### config.mk
export PLATFORM = sky130hd
export DESIGN_NAME = coin_pulse_decoder
export DESIGN_NICKNAME = d
export VERILOG_FILES = /design/src/rtl/coin_pkg.sv /design/src/rtl/coin_debounce.sv /design/src/rtl/coin_pulse_decoder.sv
export SDC_FILE = /design/constraint.sdc
export NUM_CORES = 1
export LEC_CHECK = 0
export CAP_MARGIN = 10
export CORE_MARGIN = 5
export CORE_UTILIZATION = 55
export CTS_CLUSTER_DIAMETER = 120
export CTS_CLUSTER_SIZE = 25
export DETAILED_ROUTE_END_ITERATION = 6
export GPL_TIMING_DRIVEN = 0
export PLACE_DENSITY = 0.8
export SLEW_MARGIN = 0
export SYNTH_ARGS = -nofsm -noshare
export SYNTH_HDL_FRONTEND = slang
export SYNTH_SLANG_ARGS = --single-unit
export TNS_END_PERCENT = 5
### constraint.sdc
create_clock -name CLOCK_50 -period 6.45 [get_ports CLOCK_50]
set_clock_uncertainty 0.1 [all_clocks]
set_input_delay 1.29 -clock CLOCK_50 [delete_from_list [all_inputs] [get_ports CLOCK_50]]
set_output_delay 1.29 -clock CLOCK_50 [all_outputs]
set_load 0.02 [all_outputs]
### src/rtl/coin_pkg.sv
// coin_pkg: shared coin event type, default parameters and count-to-one-hot helper.
// Rev 1.0
`default_nettype none

package coin_pkg;

  localparam int NUM_COINS_DEF       = 3;
  localparam int DEBOUNCE_CYCLES_DEF = 65536;
  localparam int GAP_CYCLES_DEF      = 33554432;
  localparam int FIFO_DEPTH_DEF      = 4;

  typedef logic [NUM_COINS_DEF-1:0] coin_evt_t;

  // A count of k selects coin k-1; counts outside 1..NUM_COINS_DEF give no coin.
  function automatic coin_evt_t onehot_of_count(input logic [7:0] count);
    coin_evt_t evt;
    evt = '0;
    for (int i = 0; i < NUM_COINS_DEF; i++) begin
      if (count == 8'(i + 1)) evt[i] = 1'b1;
    end
    return evt;
  endfunction

endpackage

`default_nettype wire

### src/rtl/coin_debounce.sv
// coin_debounce: 2-FF synchroniser and counter debouncer with registered edge strobes.
// Rev 1.0
`default_nettype none

module coin_debounce
  import coin_pkg::*;
#(
  parameter int   DEBOUNCE_CYCLES = DEBOUNCE_CYCLES_DEF,
  parameter logic RESET_VAL       = 1'b0
) (
  input  logic CLOCK_50,
  input  logic reset,
  input  logic din,
  output logic level,
  output logic rise,
  output logic fall
);

  localparam int CW = (DEBOUNCE_CYCLES > 1) ? $clog2(DEBOUNCE_CYCLES) : 1;

  logic          sync1;
  logic          sync2;
  logic [CW-1:0] cnt;

  // rise/fall are high for exactly the first cycle the new level is visible.
  always_ff @(posedge CLOCK_50) begin
    if (reset) begin
      sync1 <= RESET_VAL;
      sync2 <= RESET_VAL;
      level <= RESET_VAL;
      cnt   <= '0;
      rise  <= 1'b0;
      fall  <= 1'b0;
    end else begin
      sync1 <= din;
      sync2 <= sync1;
      rise  <= 1'b0;
      fall  <= 1'b0;
      if (sync2 == level) begin
        cnt <= '0;
      end else if (cnt == CW'(DEBOUNCE_CYCLES - 1)) begin
        level <= sync2;
        rise  <= sync2;
        fall  <= ~sync2;
        cnt   <= '0;
      end else begin
        cnt <= cnt + CW'(1);
      end
    end
  end

endmodule

`default_nettype wire

### src/rtl/coin_pulse_decoder.sv
// coin_pulse_decoder: decodes coin pulse trains or manual buttons into one-hot events buffered in a FIFO.
// Rev 1.0
`default_nettype none

module coin_pulse_decoder
  import coin_pkg::*;
#(
  parameter int NUM_COINS       = NUM_COINS_DEF,
  parameter int DEBOUNCE_CYCLES = DEBOUNCE_CYCLES_DEF,
  parameter int GAP_CYCLES      = GAP_CYCLES_DEF,
  parameter int FIFO_DEPTH      = FIFO_DEPTH_DEF
) (
  input  logic                 CLOCK_50,
  input  logic                 reset,
  input  logic                 UART_RXD,
  input  logic                 manualMode,
  input  logic [NUM_COINS-1:0] manualCoinL,
  output logic                 coin_valid,
  output logic [NUM_COINS-1:0] coin_data,
  input  logic                 coin_ready,
  output logic                 overflow,
  output logic [7:0]           bad_count
);

  localparam int PCW  = $clog2(NUM_COINS + 2);
  localparam int GCW  = $clog2(GAP_CYCLES);
  localparam int AW   = $clog2(FIFO_DEPTH);
  localparam int CNTW = AW + 1;
  localparam logic [PCW-1:0] PULSE_SAT = PCW'(NUM_COINS + 1);

  logic                 rxd_level, rxd_rise, rxd_fall;
  logic [NUM_COINS-1:0] btn_level, btn_rise, btn_fall;
  logic                 unused_strobes;

  coin_debounce #(.DEBOUNCE_CYCLES(DEBOUNCE_CYCLES), .RESET_VAL(1'b0)) u_rxd_db (
    .CLOCK_50 (CLOCK_50),
    .reset    (reset),
    .din      (UART_RXD),
    .level    (rxd_level),
    .rise     (rxd_rise),
    .fall     (rxd_fall)
  );

  for (genvar i = 0; i < NUM_COINS; i++) begin : g_btn_db
    coin_debounce #(.DEBOUNCE_CYCLES(DEBOUNCE_CYCLES), .RESET_VAL(1'b1)) u_btn_db (
      .CLOCK_50 (CLOCK_50),
      .reset    (reset),
      .din      (manualCoinL[i]),
      .level    (btn_level[i]),
      .rise     (btn_rise[i]),
      .fall     (btn_fall[i])
    );
  end

  assign unused_strobes = ^{rxd_level, rxd_fall, btn_level, btn_rise};

  // ---------------- pulse-train path ----------------
  logic [PCW-1:0]       pulse_cnt;
  logic [GCW-1:0]       gap_cnt;
  logic [NUM_COINS-1:0] pulse_onehot;
  logic                 train_close;

  assign train_close = (pulse_cnt != '0) && (gap_cnt == GCW'(GAP_CYCLES - 1)) && !rxd_rise;

  if (NUM_COINS == NUM_COINS_DEF) begin : g_pkg_onehot
    assign pulse_onehot = onehot_of_count(8'(pulse_cnt));
  end else begin : g_gen_onehot
    always_comb begin
      pulse_onehot = '0;
      for (int i = 0; i < NUM_COINS; i++) begin
        if (pulse_cnt == PCW'(i + 1)) pulse_onehot[i] = 1'b1;
      end
    end
  end

  // Manual mode holds the decoder idle, which also discards any partial train.
  always_ff @(posedge CLOCK_50) begin
    if (reset || manualMode) begin
      pulse_cnt <= '0;
      gap_cnt   <= '0;
    end else if (rxd_rise) begin
      if (pulse_cnt != PULSE_SAT) pulse_cnt <= pulse_cnt + PCW'(1);
      gap_cnt <= '0;
    end else if (train_close) begin
      pulse_cnt <= '0;
      gap_cnt   <= '0;
    end else if (pulse_cnt != '0) begin
      gap_cnt <= gap_cnt + GCW'(1);
    end
  end

  // ---------------- event decision ----------------
  logic                 single_press;
  logic                 push;
  logic                 bad;
  logic [NUM_COINS-1:0] push_data;

  assign single_press = (btn_fall != '0) && ((btn_fall & (btn_fall - NUM_COINS'(1))) == '0);

  always_comb begin
    push      = 1'b0;
    bad       = 1'b0;
    push_data = '0;
    if (manualMode) begin
      if (single_press) begin
        push      = 1'b1;
        push_data = btn_fall;
      end else if (btn_fall != '0) begin
        bad = 1'b1;
      end
    end else if (train_close) begin
      if (pulse_cnt <= PCW'(NUM_COINS)) begin
        push      = 1'b1;
        push_data = pulse_onehot;
      end else begin
        bad = 1'b1;
      end
    end
  end

  // ---------------- event FIFO ----------------
  logic [NUM_COINS-1:0] mem [FIFO_DEPTH];
  logic [AW-1:0]        wr_ptr, rd_ptr;
  logic [CNTW-1:0]      count;
  logic                 pop, full, do_push;

  assign pop     = coin_valid && coin_ready;
  assign full    = (count == CNTW'(FIFO_DEPTH));
  assign do_push = push && (!full || pop);

  always_ff @(posedge CLOCK_50) begin
    if (do_push) mem[wr_ptr] <= push_data;
  end

  always_ff @(posedge CLOCK_50) begin
    if (reset) begin
      wr_ptr    <= '0;
      rd_ptr    <= '0;
      count     <= '0;
      overflow  <= 1'b0;
      bad_count <= 8'd0;
    end else begin
      if (do_push) wr_ptr <= wr_ptr + AW'(1);
      if (pop)     rd_ptr <= rd_ptr + AW'(1);
      case ({do_push, pop})
        2'b10:   count <= count + CNTW'(1);
        2'b01:   count <= count - CNTW'(1);
        default: count <= count;
      endcase
      if (push && full && !pop) overflow <= 1'b1;
      if (bad && bad_count != 8'hFF) bad_count <= bad_count + 8'd1;
    end
  end

  // valid comes straight from the registered count, so coin_ready never reaches it.
  assign coin_valid = (count != '0);
  assign coin_data  = coin_valid ? mem[rd_ptr] : '0;

endmodule

`default_nettype wire

Word level (Yosys, flattened, before mapping) --
Memories as Yosys holds them, arrays and structs flattened. A register that Yosys moved wholly into a read port is not among the register bits. Cells that the tools add are included.
Cells by class: mux-type cells 25, $add $sub $neg 12, equal/unequal tests 18, bitwise logic cells 12, reduce and logical (&&, ||, !) cells 33, order comparisons 1
Operator list (number):
- $add 16x1->16 const B | 4
- $eq 16x16->1 const B | 4
- $reduce_or 3->1 | 9
- $add 25x1->25 const B | 1
- $eq 25x25->1 const B | 1
- $mux 3 | 8
- $mux 1 | 14
- $not 1->1 | 11
- $reduce_and 2->1 | 5
- $reduce_bool 3->1 | 3
- $add 8x1->8 const B | 1
- $logic_and 1x1->1 | 8
- $ne 8x8->1 const B | 1
- $add 3x1->3 const B | 2
- $eq 3x2->1 const B | 2
- $pmux 3 s2 | 1
- $sub 3x1->3 const B | 2
- $add 2x1->2 const B | 2
- $eq 1x1->1 | 4
- $mux 2 | 2
- $reduce_bool 2->1 | 2
- $and 3x3->3 | 1
- $eq 3x1->1 const B | 1
- $eq 3x3->1 const B | 1
- 8 further kinds | 11
Word-level totals: bits in registers 124, RAM bits 12, memories kept 1, bits of input ports 8
Memories:
- mem | depth 4, width 3, rd ports 1, clocked after memory_dff 1, wr ports 1, line coin_pulse_decoder.sv:122 | logic [NUM_COINS-1:0] mem [FIFO_DEPTH];

Logic depth before layout (Yosys ltp) --
Gate-level depths: netlist of run 1.
word-level depth 9, mapped depth 11, mapped depth without buffers 11

Modules after synthesis --
Synthesis of run 1 repeated with hierarchy kept, for this count alone.
Second synthesis, totals: cell total of the unflattened synthesis 666, area, all modules 6274.8 µm²
Modules (own cells, without submodules):
- coin_pulse_decoder | area an instance 2777.7 µm², cells each 285, sequential area each 1281.2 µm², instances 1
- coin_debounce at g_btn_db[0].u_btn_db ... | area an instance 875.8 µm², cells each 95, sequential area each 420.4 µm², instances 3
- coin_debounce at u_rxd_db | area an instance 869.6 µm², cells each 96, sequential area each 420.4 µm², instances 1

Worst setup path before layout of run 1 --
Ideal clock, no wire load.
path kind input to register, start input manualMode, end register count[2], stages on the path 8, path buffers 1, setup time 0.141 ns, path slack 3.477 ns, data arrival time 2.732 ns, data required time 6.209 ns, cell sequence clkbuf_1 o211ai_1 nand2_1 nor2_1 fa_1 and3_1 o21ai_0 o311ai_0
Between the ends: longest elaborated chain between the ends 4, elaborated cells on any way between the ends 6, those cells by class eq/ne (2); mux (2); reduce/logical (2)
RTL lines:
- start: declaration | line coin_pulse_decoder.sv:16 | input logic manualMode,
- $mux 1 (*) | line coin_pulse_decoder.sv:104 | if (manualMode) begin
- $logic_and 1x1->1 (*) | line coin_pulse_decoder.sv:129 | assign do_push = push && (!full || pop);
- $eq 2x1->1 / $eq 2x2->1 (equally long branches) | line coin_pulse_decoder.sv:145 | case ({do_push, pop})
- $pmux 3 s2 / $reduce_bool 2->1 (equally long branches)
- end signal: assignment | line coin_pulse_decoder.sv:146 | 2'b10: count <= count + CNTW'(1);
- end signal: assignment | line coin_pulse_decoder.sv:147 | 2'b01: count <= count - CNTW'(1);
- end signal: assignment | line coin_pulse_decoder.sv:148 | default: count <= count;
- end: declaration | line coin_pulse_decoder.sv:124 | logic [CNTW-1:0] count;
Every way passes the cells marked *; elsewhere a longest branch is shown, timed or not. A chain may end at the register's enable or synchronous reset.

==> results.ini, run 1 <==
[critical_path]
endpoint_kind = primary output
path_class = register to primary output
cp-start-kind = register
path_max_fanout = 3
cp.required_ps = 5060
worstPathArrival_ps = 2160

[routing]
via_count = 4468
route.detailed.drc = 0
wl_per_cell_um = 13.7
wl_mm = 11.4
drtIter0Drc = 246
dr.pass1.iters = 4
drtAntennaViolNets = 0
vias_per_cell = 5.40

[synthesis]
synth_cell_types = 45
synth_ff_type = dfxtp_1
synth_area_leader_cell = dfxtp_1
synth_top_area_frac = 0.425
synthArstFlopShare = 0
synth_common_cells = dfxtp_1, nor2_1, xor2_1, nand2_1, nand3_1
synth_most_common_cell = dfxtp_1
ys_seq_elements = 138
synth.avg_cell_area_um2 = 9.32
ys_warn_count = 0
synth_edf_count = 12
syn_nets = 661
syn_area_um2 = 5930
syn_inst = 637
synth.area.top_cells = dfxtp_1, xor2_1, nor2_1, edfxtp_1, xnor2_1
yosysSeqAreaShare = 0.486

[cells_and_area]
final_nets = 699
n_antenna_cell = 0
final_util = 0.641
area_growth_pct = 15.6
drive_above_1_share = 0.0683

[floorplan]
pin_count = 21
start_util = 0.555
die_area_um2 = 13000
coreArea_um2 = 10700
rows = 38
die_w_um = 114
die-height_um = 114

[placed_design]
dp_hpwl_mm = 7.85
place.gp.congestion = 0.842
dp_slack_ps = 2660
portBuffers = 19

[hold_path]
hp-class = register to register

[cts]
cts_made_buffers = 17
cts_setup_buffers = 0
clockBufferDepth = 2
insertion_delay_ps = 530
cts_hold_buffers = 0
cts_tree = done
cts_sinks = 138
post_cts_resized = 0
cts.clk_slew.worst_paths_ps = 60
cts-root-buf = clkbuf_8
h-tree-depth = 4

[global_route]
antenna_found_initial = 0
grt_first_pass_wirelength_mm = 20.3
first_global_vias = 4662
grt_use_total = 0.192
grt_max_degree = 17
grt-ovfl-total = 0

[timing]
fmax_mhz = 282
hold_viol_final = 0
hold_ws_ps = 307
post-route-period-util = 0.550
fin_setup_tns_ps = 0
worst_slack_ps = 2900
setup_violations = 0
max_slew_margin = 0.540
maxSlewViolCount = 0
period_needed_ps = 3550
max_slew.worst_pin.slew_ps = 689
rsz0062_at_grt = no

[power_and_ir_drop]
ir_drop_mv = 0.204
power_density_nw_per_um2 = 263
p_leak_uw = 0.00239

[status]
status = finished, final reports clean

[run]
max_cap_viol_count = 0

report_power, final:
group / total, uW / switching [uW] / leakage (uW) / internal (uW)
Clock: 911 / 359 / 0.000283 / 552
Combinational: 23.2 / 14.4 / 0.000999 / 8.81
Sequential: 868 / 1.96 / 0.00111 / 866
Total: 1800 / 375 / 0.00239 / 1430
per-layer routing:
| metal | up-vias | global-route usage | wire (um) |
|---|---|---|---|
| met5 | - | 0 | 0 |
| met4 | 0 | 0.0863 | 206 |
| met3 | 19 | 0.0621 | 483 |
| met2 | 73 | 0.332 | 5750 |
| met1 | 2134 | 0.216 | 4920 |
| li1 | 2242 | - | - |
layout by cell type (no fill, tap or decap), types with 2 or more instances in the layout:
cell	instances
nand4_1	20
a21oi_1	11
or2_2	7
nor3_1	9
clkbuf_8	3
nand2b_1	10
and4_1	11
o21a_1	2
mux2i_1	5
clkinv_2	6
clkdlybuf4s50_1	19
inv_1	17
and2_1	12
a211o_1	3
and3_1	15
ha_1	15
nand2_1	45
buf_2	2
o31ai_1	5
clkbuf_1	13
o21ai_0	7
xor2_1	61
edfxtp_1	12
dfxtp_1	126
nand4b_1	4
clkbuf_16	17
nor2b_1	8
xnor2_1	27
or3_1	3
nor4b_1	3
nand3_1	43
nor2_1	118
or4_1	6
mux4_2	3
flip-flops by register name (all words and copies together), names as in the netlist, 2 cells and up, named ones only:
name and flops:
rd_ptr 2, gap_cnt 25, g_btn_db.u_btn_db.sync1 3, bad_count 8, g_btn_db.u_btn_db.fall 3, count 3, mem 12, g_btn_db.u_btn_db.sync2 3
wr_ptr 2, pulse_cnt 3, u_rxd_db.cnt 16, g_btn_db.u_btn_db.cnt 48, g_btn_db.u_btn_db.level 3
worst paths after layout:
check	startpoint	endpoint	slack, ps	cells after the start
setup / recovery	register	coin_data[0]	2900	3
setup reg to reg	pulse_cnt[0]	count[2]	3530	11
hold reg to reg	g_btn_db[1].u_btn_db.sync1	g_btn_db[1].u_btn_db.sync2	310	1
hold / removal	g_btn_db[1].u_btn_db.sync1	g_btn_db[1].u_btn_db.sync2	310	1
critical path: stages, from the launching register on:
cell	delay, ps
dfxtp_1	420
mux4_2	520
and2_1	160
clkdlybuf4s50_1	530
final cells by class:
cell class                      count  area (um2)
Buffer                             16        70.1
Tap cell                          140         175
Clock inverter                     11        91.3
Fill cell                         859        3840
Multi-Input combinational cell    466        2920
Inverter                           17        63.8
Clock buffer                       21         470
Timing Repair Buffer               19         190
Sequential cell                   138        2880
through the flow:
step / area, um2 / total power, uW / std cells
after floorplan: 5930 / 900 / 637
after global placement: 6300 / 909 / 796
after detailed placement: 6300 / 910 / 796
after CTS: 6860 / 1820 / 828
after global routing: 6860 / 1860 / 828
final: 6860 / 1800 / 828
kinds of logic after synthesis:
logic type               Yosys count  synth area share
AND/OR/NAND/NOR                  317             0.264
flip-flops                       138             0.486
XOR/XNOR                          88             0.130
AO/OA/AOI/OAI                     35            0.0396
buffers and inverters             33            0.0226
adder cells (fa/ha/maj)           17            0.0367
multiplexers                       9            0.0217
Note: power is estimated with default switching activity, not from simulation.
==> run 2: changes to the inputs <==
clock period = 3.3 ns   (was 6.45 ns; I/O delays follow)
==> results of run 2 <==
Same layout as run 1 (identical final DEF). Status: finished, final reports clean.
Main changes from that run: setup slack after placement 2660 ps -> 139 ps; setup slack after layout 2900 ps -> 379 ps; end point of the critical path coin_data[0] -> count[2]; register-to-register setup slack 3530 ps -> 380 ps; total power 1800 uW -> 3520 uW; worst IR drop on VDD 0.204 mV -> 0.399 mV
